[config.mk]
export PLATFORM = sky130hd
export DESIGN_NAME = score_display
export DESIGN_NICKNAME = d
export VERILOG_FILES = /design/src/rtl/ddr_pkg.sv /design/src/rtl/bin2bcd_seq.sv /design/src/rtl/score_display.sv
export SDC_FILE = /design/constraint.sdc
export NUM_CORES = 1
export LEC_CHECK = 0
export BUFFER_PORTS_ARGS = -buffer_cell sky130_fd_sc_hd__clkbuf_2
export CORE_MARGIN = 5
export CORE_UTILIZATION = 53
export DETAILED_ROUTE_END_ITERATION = 7
export GPL_ROUTABILITY_DRIVEN = 0
export PLACE_DENSITY = 0.75
export SLEW_MARGIN = 20
export SYNTH_ARGS = -nofsm -noshare
export SYNTH_HDL_FRONTEND = slang
export SYNTH_SLANG_ARGS = --single-unit
[constraint.sdc]
create_clock -name clk -period 2.2 [get_ports clk]
set_input_delay 0 -clock clk [delete_from_list [all_inputs] [get_ports clk]]
set_output_delay 0 -clock clk [all_outputs]
set_load 0.01 [all_outputs]
[src/rtl/ddr_pkg.sv]
// rtl/ddr_pkg.sv - shared constants, segment table and converter state for the score display
package ddr_pkg;

  localparam int BCD_DIGITS = 4;
  localparam logic [15:0] SCORE_MAX = 16'd9999;

  // {g,f,e,d,c,b,a}, active-low
  localparam logic [6:0] SEG_BLANK = 7'b1111111;
  localparam logic [6:0] SEG_DIGIT [0:9] = '{
    7'b1000000, 7'b1111001, 7'b0100100, 7'b0110000, 7'b0011001,
    7'b0010010, 7'b0000010, 7'b1111000, 7'b0000000, 7'b0010000
  };

  typedef enum logic [1:0] {
    CONV_IDLE,
    CONV_SHIFT,
    CONV_DONE
  } conv_state_e;

  function automatic logic [6:0] seg_encode(input logic [3:0] nib, input logic blank);
    if (blank || nib > 4'd9) begin
      return SEG_BLANK;
    end
    return SEG_DIGIT[nib];
  endfunction

endpackage

[src/rtl/bin2bcd_seq.sv]
// rtl/bin2bcd_seq.sv - sequential shift-and-add-3 converter, re-runs whenever bin changes
module bin2bcd_seq
  import ddr_pkg::*;
(
  input  logic        clk,
  input  logic        reset,
  input  logic [15:0] bin,
  output logic [15:0] bcd,
  output logic        busy
);

  conv_state_e state, state_next;

  logic        cap_valid;
  logic [15:0] last_score;
  logic [13:0] shreg;
  logic [15:0] scratch;
  logic [3:0]  cnt;
  logic [13:0] clamped;
  logic [15:0] adjusted;
  logic [29:0] shifted;
  logic        start;

  assign clamped = (bin > SCORE_MAX) ? SCORE_MAX[13:0] : bin[13:0];
  assign start   = !cap_valid || (bin != last_score);

  always_comb begin
    adjusted = scratch;
    for (int i = 0; i < BCD_DIGITS; i++) begin
      if (scratch[4*i +: 4] >= 4'd5) begin
        adjusted[4*i +: 4] = scratch[4*i +: 4] + 4'd3;
      end
    end
  end

  // Thousands nibble never exceeds 9, so the bit shifted out of the top is always zero.
  assign shifted = {adjusted, shreg} << 1;

  always_comb begin
    state_next = state;
    busy       = 1'b0;
    case (state)
      CONV_IDLE: begin
        if (start) begin
          state_next = CONV_SHIFT;
        end
      end
      CONV_SHIFT: begin
        busy = 1'b1;
        if (cnt == 4'd13) begin
          state_next = CONV_DONE;
        end
      end
      CONV_DONE: begin
        busy       = 1'b1;
        state_next = CONV_IDLE;
      end
      default: state_next = CONV_IDLE;
    endcase
  end

  always_ff @(posedge clk) begin
    if (!reset) begin
      state      <= CONV_IDLE;
      cap_valid  <= 1'b0;
      last_score <= 16'd0;
      shreg      <= 14'd0;
      scratch    <= 16'd0;
      cnt        <= 4'd0;
      bcd        <= 16'd0;
    end else begin
      state <= state_next;
      case (state)
        CONV_IDLE: begin
          if (start) begin
            last_score <= bin;
            shreg      <= clamped;
            scratch    <= 16'd0;
            cnt        <= 4'd0;
            cap_valid  <= 1'b1;
          end
        end
        CONV_SHIFT: begin
          scratch <= shifted[29:14];
          shreg   <= shifted[13:0];
          cnt     <= cnt + 4'd1;
        end
        CONV_DONE: begin
          bcd <= scratch;
        end
        default: ;
      endcase
    end
  end

endmodule

[src/rtl/score_display.sv]
// rtl/score_display.sv - score to BCD conversion and multiplexed active-low seven-segment drive
module score_display
  import ddr_pkg::*;
#(
  parameter int REFRESH_DIV = 100000,
  parameter int DIGITS      = 4
) (
  input  logic              clk,
  input  logic              reset,
  input  logic [15:0]       score_in,
  output logic [6:0]        seg,
  output logic              dp,
  output logic [DIGITS-1:0] an,
  output logic [15:0]       bcd_out,
  output logic              busy
);

  localparam int RW = $clog2(REFRESH_DIV);
  localparam logic [RW-1:0] REFRESH_LAST = RW'(REFRESH_DIV - 1);

  logic [RW-1:0] refresh_cnt;
  logic [1:0]    digit_idx;
  logic [3:0]    lit;
  logic [3:0]    nibble;

  bin2bcd_seq u_conv (
    .clk   (clk),
    .reset (reset),
    .bin   (score_in),
    .bcd   (bcd_out),
    .busy  (busy)
  );

  always_ff @(posedge clk) begin
    if (!reset) begin
      refresh_cnt <= '0;
      digit_idx   <= 2'd0;
    end else if (refresh_cnt == REFRESH_LAST) begin
      refresh_cnt <= '0;
      digit_idx   <= digit_idx + 2'd1;
    end else begin
      refresh_cnt <= refresh_cnt + 1'b1;
    end
  end

  // lit[k]: digit k or some higher digit is non-zero; the ones digit always shows.
  always_comb begin
    lit[3] = |bcd_out[15:12];
    lit[2] = lit[3] | (|bcd_out[11:8]);
    lit[1] = lit[2] | (|bcd_out[7:4]);
    lit[0] = 1'b1;
  end

  assign nibble = bcd_out[{digit_idx, 2'b00} +: 4];

  always_ff @(posedge clk) begin
    if (!reset) begin
      an  <= '1;
      seg <= SEG_BLANK;
    end else begin
      an  <= ~(DIGITS'(1) << digit_idx);
      seg <= seg_encode(nibble, !lit[digit_idx]);
    end
  end

  assign dp = 1'b1;

endmodule

Yosys cells after proc, flatten, opt, wreduce, memory -nomap -nowiden
Memories as Yosys holds them, arrays and structs flattened.
Cells that the tools add are included.

storage, ports and cells
  flip-flop bits (word level) = 99
  ROM bits = 112
  input bits = 18
  output and inout port bits = 29
  word-level logic and storage cells = 78
  memories kept = 1

memory list
  memory            depth  bits a word  read ports  clocked after Yosys merged registers in  wr ports  RTL line       source
  (name not given)  16     7            1           0                                        0         ddr_pkg.sv:24  return SEG_DIGIT[nib];

operators by class
  add/subtract/negate cells = 7
  $lt $le $gt $ge = 8
  eq/ne operators = 7
  shifts and indexed selects = 2
  mux-type cells = 23
  bitwise logic cells = 5
  reductions and logical operators = 14

operator list
  kind                                                              number
  case mux 16 bit (2 select lines)                                  1
  2-to-1 mux 14 bit                                                 2
  2-to-1 mux 7 bit                                                  4
  case mux 14 bit (2 select lines)                                  1
  adder 17 x 1 -> 17 bit (second input constant)                    1
  == test 17 bit (second input constant)                            1
  >= comparator 4 x 3 -> 1 bit (second input constant)              4
  greater-than comparator 16 x 14 -> 1 bit (second input constant)  1
  2-to-1 mux 16 bit                                                 1
  2-to-1 mux 4 bit                                                  4
  != test 16 bit                                                    1
  indexed part select 16 x 5 -> 4 bit                               1
  adder 4 x 2 -> 4 bit (second input constant)                      3
  OR reduction 4 bit                                                3
  case mux 4 bit (2 select lines)                                   1
  AND reduction 2 bit                                               3
  >= comparator 5 bit (second input constant)                       1
  NOT 4 -> 5 bit                                                    1
  adder 4 x 1 -> 4 bit (second input constant)                      1
  == test 4 bit (second input constant)                             1
  greater-than comparator 4 bit (second input constant)             1
  2-to-1 mux 1 bit                                                  4
  2-to-1 mux 2 bit                                                  2
  != test 2 x 1 -> 1 bit (second input constant)                    2
  other kinds (17)                                                  21

Logic depth before layout (Yosys ltp)
Gate-level depths: netlist of run 1.

  depth after elaboration = 10
  gate-level depth with buffers = 9
  mapped depth without buffers = 8

Hierarchy
Synthesis of run 1 repeated with hierarchy kept, for this count alone.

unflattened totals
  cells, all modules = 537
  area total of the unflattened synthesis = 5098.6 µm²

by module, submodules not included
  module         instances  cells each  area each (µm²)  sequential area each (µm²)
  bin2bcd_seq    1          371         3538.4           1381.3
  score_display  1          166         1560.2           600.6

Worst setup path before layout of run 1
Ideal clock, no wire load.

  kind = flip-flop to flip-flop
  start = reg digit_idx[0]
  end = reg seg[4]
  library setup time = 0.141 ns
  data arrival time = 1.945 ns
  data required time = 2.059 ns
  setup slack = 0.114 ns
  stages on the path, launching flop included = 8
  period minus slack after synthesis = 2.086 ns
  path through = dfxtp_1 buf_6 mux4_1 inv_1 ha_1 o21bai_4 a221oi_4 o211ai_1

between the ends
  longest elaborated chain between the ends = 7
  elaborated cells between the ends (all ways) = 13
  classes of those cells = order compare (1); shift (1); mux (7); bitwise (1); reduce/logical (2); memory (1)

RTL lines
  element                                                                      RTL line             source
  start, declared                                                              score_display.sv:22  logic [1:0] digit_idx;
  start signal, assigned                                                       score_display.sv:40  digit_idx <= digit_idx + 2'd1;
  parallel branches: the longest is 6 deep, another holds memory (16 x 7 bit)  --
  2-to-1 mux 7 bit (*)                                                         ddr_pkg.sv:24
  end signal, assigned                                                         score_display.sv:62  seg <= seg_encode(nibble, !lit[digit_idx]);
  end, declared                                                                score_display.sv:11  output logic [6:0] seg,

Every way passes the cells marked *. The select of a mux whose other input is x is not followed.
A chain may end at the register's enable or synchronous reset.

Worst setup path in the final report of run 1
  start = reg digit_idx[0]
  end = reg seg[1]

The elaborated chain is that of the path after synthesis.

==> results of run 1 <==
worst max-delay path by stage:
stage | end | start | slack [ns]
final | seg[1] | digit_idx[0] | 0.15
after global routing | seg[3] | digit_idx[0] | 0.009
after global placement | seg[3] | digit_idx[0] | 0.11
after floorplan | seg[4] | digit_idx[0] | 0.11
after detailed placement | seg[1] | digit_idx[0] | 0.02
after CTS | seg[1] | digit_idx[0] | 0.01
layout make-up:
class | instances | area (um^2) | share of cell area (%)
well taps | 108 | 135 | 2.47
clock buffers | 10 | 138 | 2.51
repair buffers | 76 | 536 | 9.78
clock inverters | 6 | 88.8 | 1.62
flip-flops and latches | 99 | 1990 | 36.3
inverters | 19 | 71.3 | 1.30
multi-input cells | 367 | 2520 | 46.0
state kept, by name (all words and copies together) (netlist names):
signal and count:
u_conv.shreg 14, seg 7, digit_idx 2, u_conv.state 2, u_conv.cnt 4, refresh_cnt 17
u_conv.bcd 16, an 4, u_conv.cap_valid 1, u_conv.scratch 16, u_conv.last_score 16
kinds of logic after synthesis:
group,after synthesis,share of synthesized area (%)
AOI/OAI and AO/OA,99,14.1
DFF,99,42.2
xor gates and xnor gates,37,6.90
and+or+nand+nor,168,16.6
adders and majority gates,22,5.86
muxes,40,9.85
other,1,0.0798
buffers and inverters,48,4.39
where the power goes:
group          switching, uW  internal, uW
logic                    635           528
registers                107          1970
clock network            631           671
metal layers:
metal | routed length (um) | track usage (%)
met5 | 0 | 0
met4 | 167 | 6.48
met2 | 5170 | 33.6
met3 | 447 | 4.28
met1 | 4490 | 23.8
placed cells by master, fill, tap and decap left out, types with 4 or more instances in the layout:
cell | synthesis | final
sky130_fd_sc_hd__a211oi_1 | 6 | 6
sky130_fd_sc_hd__a21oi_1 | 24 | 24
sky130_fd_sc_hd__a22oi_1 | 5 | 5
sky130_fd_sc_hd__and2_1 | 4 | 4
sky130_fd_sc_hd__and3_1 | 4 | 4
sky130_fd_sc_hd__buf_4 | 3 | 12
sky130_fd_sc_hd__clkbuf_2 | 0 | 45
sky130_fd_sc_hd__clkbuf_8 | 0 | 10
sky130_fd_sc_hd__dfxtp_1 | 99 | 98
sky130_fd_sc_hd__dlygate4sd3_1 | 0 | 16
sky130_fd_sc_hd__ha_1 | 22 | 20
sky130_fd_sc_hd__inv_1 | 18 | 18
sky130_fd_sc_hd__mux2i_1 | 35 | 35
sky130_fd_sc_hd__nand2_1 | 32 | 32
sky130_fd_sc_hd__nand2b_1 | 4 | 4
sky130_fd_sc_hd__nand3_1 | 18 | 18
sky130_fd_sc_hd__nand4_1 | 8 | 8
sky130_fd_sc_hd__nor2_1 | 73 | 73
sky130_fd_sc_hd__nor3_1 | 4 | 4
sky130_fd_sc_hd__nor3b_1 | 4 | 4
sky130_fd_sc_hd__nor4_1 | 5 | 5
sky130_fd_sc_hd__o21ai_0 | 27 | 26
sky130_fd_sc_hd__o221ai_1 | 6 | 6
sky130_fd_sc_hd__o22ai_1 | 6 | 6
sky130_fd_sc_hd__xnor2_1 | 22 | 22
sky130_fd_sc_hd__xor2_1 | 15 | 15
timing repair:
item	in CTS	in global routing
hold buffers	16	0
hold endpoints to repair	18	0
resized for setup	0	5
setup endpoints to repair	0	7
per-stage QoR:
| step | power (uW) | setup WS [ns] |
|---|---|---|
| 4_1_cts | 4560 | 0.00986 |
| 3_3_place_gp | 3210 | 0.114 |
| 6_report | 4540 | 0.153 |
| 5_1_grt | 4770 | 0.00877 |
| 3_5_place_dp | 3250 | 0.0154 |
| 2_1_floorplan | 2920 | 0.114 |
==> results.rst, run 1 <==
.. list-table::
   :header-rows: 1

   * - Metric
     - Value
   * - Number of cells produced by synthesis
     - between 500 and 600
   * - Synthesized netlist net count
     - between 500 and 600
   * - Area grow syn2layout
     - 16.5%
   * - Launch point of the worst hold path
     - reset
   * - Overall die area
     - between 10000 and 15000 um^2
   * - Post-Synthesis Mean Instance Area
     - a little over 9 um^2
   * - Accumulated negative setup slack
     - 0 ns
   * - First-pass GRT wire length
     - between 15000 and 20000 um
   * - Final critical-path required period
     - between 2 and 2.5 ns
   * - Status
     - finished clean
   * - Critical path data required time
     - ~2.4 ns
   * - Count of TritonRoute iterations in the first routing pass
     - 4
   * - Crit start category
     - flip-flop
   * - Horizontal die dimension
     - between 100 and 150 um
   * - Count of final setup violators
     - 0
   * - Post-route cell area
     - 5480 um^2
   * - Vias
     - roughly 3.8k
   * - Yosys synthesis warning count
     - 0
   * - Pwr dens
     - between 800 and 900 nW/um^2
   * - Count of standard-cell rows
     - 34
   * - Area of the core
     - slightly below 9000 um^2
   * - Hold/Removal Path Class
     - input port to flip-flop
   * - Largest net degree at the start of global routing
     - 43
   * - Number of remaining DRC errors
     - 0
   * - Remaining number of nets flagged by the antenna check after routing
     - 0
   * - Seq/Total Area, Yosys
     - around 42%
   * - Largest stage delay on the critical path
     - between 0.5 and 0.6 ns
   * - Max-slew violation count
     - 0
   * - Fill cell total of the finished layout
     - approximately 740
   * - Ys async rst share
     - 0%
   * - Share of layout cells above drive strength 1
     - around 16%
   * - Cell chosen for the clock root
     - sky130_fd_sc_hd__clkbuf_8
   * - Critical Path Fanout Max
     - 7
   * - Max Cap Violations
     - 0
   * - Most numerous cell in the Yosys netlist
     - sky130_fd_sc_hd__dfxtp_1
   * - Final core occ
     - ~63%
   * - Initial DRC Count
     - between 150 and 200
   * - Die H
     - between 100 and 150 um
   * - Number of global-route vias before repair
     - 3816
   * - Deepest clock path buffer count
     - 2
   * - Clock tree skew after final layout
     - 0.0172 ns
   * - Logic depth of the worst path, buffers included
     - 6
   * - H-tree Lvls
     - 3
   * - Initial Utilization
     - 54.1%
   * - HPWL after detailed placement
     - between 7000 and 8000 um
   * - Post-Route Hold Slack
     - roughly 0.075 ns
   * - Library cells used by synthesis
     - 56
   * - Number of clock buffers inserted by TritonCTS
     - 9
   * - Wire length after detailed routing
     - between 10000 and 15000 um
   * - Number of diodes
     - 0
   * - Cell family with most CP delay
     - compound AO/OA/AOI/OAI gates
   * - Critical path buffer and inverter count
     - 1
   * - Number of antenna violations at the first check in global routing
     - 0
   * - Flop2flop setup slack
     - about 0.15 ns
   * - Depth of the most critical reg-to-reg path
     - 6
   * - Clock latency reported for the late side of the worst-skew pair
     - between 0.3 and 0.4 ns
   * - Sink Count
     - 99
   * - Sort of element at the end of the critical path
     - flip-flop
   * - Critical path cell sequence
     - mux4_1 > inv_1 > ha_2 > o21bai_4 > a221oi_4 > o21ai_0
   * - Final cell count without fillers
     - 685
   * - Cells after DPL
     - ~650
   * - Maximum ir drop on the vdd rail
     - 0.475 mV
   * - Pleak
     - 0.00215 uW
   * - Gr ovfl total
     - 0
   * - End of the worst register-to-register path
     - seg[1]
   * - Crit Path Category
     - flip-flop to flip-flop
   * - Leading register cell type out of synthesis
     - sky130_fd_sc_hd__dfxtp_1
   * - Hold EP
     - an[2]
   * - Worst Path Arrival
     - 2.28 ns
   * - Post-layout net count
     - 612
   * - Reg2Reg Launch Point
     - digit_idx[0]
   * - CTS tree
     - done
   * - Top cell type by total area after synthesis
     - sky130_fd_sc_hd__dfxtp_1
   * - EDFF count, synth
     - 0
   * - Fmax
     - 0.488 GHz
   * - Cell depth of the worst hold path
     - 2
   * - Area fraction of the dominant cell type after synthesis
     - 42.2%
   * - Final routed wire length divided by cell count
     - approximately 15 um
   * - Average via count per standard cell
     - between 5 and 6
   * - Number of flip-flops and latches in the synthesized netlist
     - between 90 and 100
   * - Post-CTS Repair Setup Buffers
     - 0
   * - Mapped cell area
     - between 4000 and 5000 um^2
   * - Hold Violations, Final
     - 0
   * - Top cells by area in the synthesized netlist
     - sky130_fd_sc_hd__dfxtp_1, sky130_fd_sc_hd__mux2i_1, sky130_fd_sc_hd__ha_1
   * - Boundary pin count
     - 47
   * - Port Buffer Count
     - 45
   * - Register clock-pin slew on the reported worst setup and hold paths
     - ~0.10 ns
   * - Ratio of final minimum period to clock period
     - about 93%
   * - Leading post-synthesis cells by instance count
     - sky130_fd_sc_hd__dfxtp_1, sky130_fd_sc_hd__nor2_1, sky130_fd_sc_hd__mux2i_1, sky130_fd_sc_hd__nand2_1, sky130_fd_sc_hd__o21ai_0
   * - Slowest cell on the critical path
     - sky130_fd_sc_hd__mux4_1
   * - Overall Global Routing Usage
     - between 10% and 20%
   * - RSZ-0062 raised after global routing
     - false
   * - Cell area reported after detailed placement
     - 5080 um^2
No activity file was read; power rests on OpenSTA's default activity.
==> inputs of run 2 (changes only) <==
--- a/config.mk
+++ b/config.mk
@@ -6,8 +6,10 @@
 export NUM_CORES = 1
 export LEC_CHECK = 0
 export BUFFER_PORTS_ARGS = -buffer_cell sky130_fd_sc_hd__clkbuf_2
+export CELL_PAD_IN_SITES_DETAIL_PLACEMENT = 0
+export CELL_PAD_IN_SITES_GLOBAL_PLACEMENT = 1
 export CORE_MARGIN = 5
-export CORE_UTILIZATION = 53
+export CORE_UTILIZATION = 41
 export DETAILED_ROUTE_END_ITERATION = 7
 export GPL_ROUTABILITY_DRIVEN = 0
 export PLACE_DENSITY = 0.75
==> results.rst, run 2 (same netlist as run 1, synthesis figures left out) <==
.. list-table::
   :header-rows: 1

   * - Metric
     - Value
   * - Status
     - finished clean
   * - Relative contribution of the clock network to total power
     - 31.3% (+2.6 points)
   * - Largest net degree at the start of global routing
     - 60 (+40%)
   * - RSZ-0062 raised after global routing
     - false
   * - Worst Path Arrival
     - 2.33 ns (+0.05 ns)
   * - Overall Global Routing Usage
     - 15.8% (-3.6 points)
   * - Number of antenna violations at the first check in global routing
     - 0 (unchanged)
   * - Flip-flop and latch area
     - 1980 um^2 (-0.19%)
   * - Number of global-route vias before repair
     - 3623 (-5.1%)
   * - Post-layout net count
     - 612 (unchanged)
   * - Accumulated negative setup slack
     - 0 ns (unchanged)
   * - Horizontal die dimension
     - 117 um (+12%)
   * - First-pass GRT wire length
     - 17200 um (-2.8%)
   * - Critical Path Fanout Max
     - 6 (-1)
   * - Share of layout cells above drive strength 1
     - 15.3% (-0.67 points)
   * - Clock latency reported for the late side of the worst-skew pair
     - 0.34 ns (-0.03 ns)
   * - Hold/Removal Path Class
     - input port to flip-flop
   * - Count of final setup violators
     - 0 (unchanged)
   * - Most frequent cells in the layout
     - sky130_fd_sc_hd__dfxtp_1, sky130_fd_sc_hd__nor2_1, sky130_fd_sc_hd__clkbuf_2, sky130_fd_sc_hd__mux2i_1, sky130_fd_sc_hd__nand2_1
   * - Number of diodes
     - 0 (unchanged)
   * - Wire length after detailed routing
     - 10300 um (+0.69%)
   * - Cells after DPL
     - 688 (+5.4%)
   * - Pwr dens
     - 839 nW/um^2 (+1.1%)
   * - Port Buffer Count
     - 45 (unchanged)
   * - Ratio of final minimum period to clock period
     - 95.3% (+2.2 points)
   * - Psw
     - 1390 uW (+1.0%)
   * - Overall die area
     - 13700 um^2 (+26%)
   * - Logic gate share of total power
     - 24.0% (-1.6 points)
   * - Number of flip-flops under the largest register name
     - 17 (unchanged)
   * - Count of standard-cell rows
     - 39 (+15%)
   * - Remaining number of nets flagged by the antenna check after routing
     - 0 (unchanged)
   * - Actual slew at the worst max-slew pin
     - between 0.8 and 0.9 ns
   * - Cell-internal power
     - 3250 uW (+2.6%)
   * - Sort of element at the end of the critical path
     - flip-flop
   * - Register with the most flip-flops
     - refresh_cnt
   * - Boundary pin count
     - 47 (unchanged)
   * - Average via count per standard cell
     - 5.23 (-6.7%)
   * - Area of the core
     - 11300 um^2 (+30%)
   * - Pleak
     - 0.00216 uW (+0.30%)
   * - Gr ovfl total
     - 0 (unchanged)
   * - Area of combinational cells with multiple inputs
     - 2520 um^2 (-0.20%)
   * - CTS tree
     - done
   * - H-tree Lvls
     - 3 (unchanged)
   * - Most frequent standard cell in the layout excluding fill and tap cells
     - sky130_fd_sc_hd__dfxtp_1
   * - Vias
     - 3760 (-2.1%)
   * - Net Sw Frac
     - 29.9% (-0.33 points)
   * - Maximum ir drop on the vdd rail
     - 0.603 mV (+27%)
   * - Critical path data required time
     - 2.43 ns (about the same)
   * - Sink Count
     - 99 (unchanged)
   * - Area grow syn2layout
     - 17.7%
   * - Die H
     - 117 um (+12%)
   * - Deepest clock path buffer count
     - 2 (unchanged)
   * - Fill cell total of the finished layout
     - 1062 (+43%)
   * - Crit start category
     - flip-flop
   * - HPWL after detailed placement
     - 7420 um (+2.5%)
   * - Crit Path Category
     - flip-flop to flip-flop
   * - Clock tree skew after final layout
     - 0.00635 ns (-0.0108 ns)
   * - Max Cap Violations
     - 0 (unchanged)
   * - Final critical-path required period
     - 2.10 ns (+0.0495 ns)
   * - Max_slew headroom
     - 44.3%
   * - Max-slew violation count
     - 0 (unchanged)
   * - Count of instances resized after the clock tree is built
     - 0 (unchanged)
   * - Initial DRC Count
     - 219 (+36%)
   * - Fmax
     - 0.477 GHz (-2.4%)
   * - Number of remaining DRC errors
     - 0 (unchanged)
   * - Final cell count without fillers
     - 719 (+5.0%)
   * - Number of clock buffers inserted by TritonCTS
     - 9 (unchanged)
   * - Register clock-pin slew on the reported worst setup and hold paths
     - 0.06 ns (-0.04 ns)
   * - Sequential power share
     - 44.7% (-1.0 points)
   * - Cell chosen for the clock root
     - sky130_fd_sc_hd__clkbuf_16
   * - Count of TritonRoute iterations in the first routing pass
     - 4 (unchanged)
   * - Final routed wire length divided by cell count
     - 14.4 um (-4.1%)
   * - Hold Violations, Final
     - 0 (unchanged)
   * - Initial Utilization
     - 41.5% (-13 points)
==> run 2: cell count changes in the layout (fill, tap and decap cells not counted), moves of 2 or more <==
| cell | before | now |
|---|---|---|
| sky130_fd_sc_hd__buf_12 | 3 | 1 |
| sky130_fd_sc_hd__buf_4 | 12 | 15 |
| sky130_fd_sc_hd__bufinv_16 | 2 | 0 |
| sky130_fd_sc_hd__clkbuf_16 | 0 | 9 |
| sky130_fd_sc_hd__clkbuf_8 | 10 | 1 |
| sky130_fd_sc_hd__ha_1 | 20 | 22 |
| sky130_fd_sc_hd__ha_2 | 2 | 0 |
==> run 2: worst max-delay path: stages, from the launching register on <==
cell,delay (ns)
sky130_fd_sc_hd__dfxtp_1,0.37
sky130_fd_sc_hd__mux4_1,0.58
sky130_fd_sc_hd__inv_1,0.11
sky130_fd_sc_hd__ha_1,0.24
sky130_fd_sc_hd__o21bai_4,0.09
sky130_fd_sc_hd__a221oi_4,0.36
sky130_fd_sc_hd__buf_4,0.18
sky130_fd_sc_hd__nand2_1,0.04
==> run 2: repair_timing <==
| item | 4_1_cts | 5_1_grt |
|---|---|---|
| endpoints found under the setup margin | 0 | 2 |
| endpoints found under the hold margin | 15 | 0 |
| hold buffers | 15 | 0 |
| setup buffers | 0 | 1 |
==> run 2: stage by stage <==
stage	hold slack [ns]	utilization [%]	worst slack, ns	cell area (um^2)	power, uW
floorplan	0.144	-	0.114	4700	2920
global placement	0.287	45.0	0.208	5100	3180
detailed placement	0.298	45.0	0.143	5100	3210
CTS	0.00309	48.8	0.139	5520	4690
global route	0.0232	48.8	0.00303	5530	4890
finish	0.00429	48.8	0.103	5530	4640
==> run 2: power groups by stage <==
stage               combinational [uW]  clock [uW]  sequential, uW
floorplan                          830           0            2090
global placement                  1080           0            2110
detailed placement                1090           0            2110
CTS                               1120        1500            2070
global route                      1220        1570            2100
finish                            1110        1450            2070
==> run 2: area by class of cell <==
| class | count | area share (%) |
|---|---|---|
| multi-input combinational | 367 | 45.5 |
| sequential | 99 | 35.9 |
| timing repair buffer | 76 | 9.19 |
| clock buffer | 11 | 4.39 |
| tap | 143 | 3.24 |
| inverter | 19 | 1.31 |
| clock inverter | 4 | 0.498 |
==> run 2: worst paths after layout <==
kind	cells past startpoint	slack (ns)	from	to
worst max-delay path	7	0.10	digit_idx[0]	seg[0]
worst min-delay path	3	0.004	score_in[13]	u_conv.last_score[13]
worst max register to register	7	0.10	digit_idx[0]	seg[0]
worst min register to register	1	0.46	refresh_cnt[0]	refresh_cnt[0]
==> run 2: layer usage <==
| metal | GRT usage [%] | wire length, um | vias up |
|---|---|---|---|
| met5 | 0 | 0 | - |
| met4 | 5.43 | 132 | 0 |
| met3 | 4.11 | 480 | 10 |
| met2 | 26.7 | 4920 | 70 |
| met1 | 19.6 | 4810 | 1773 |
| li1 | - | - | 1907 |
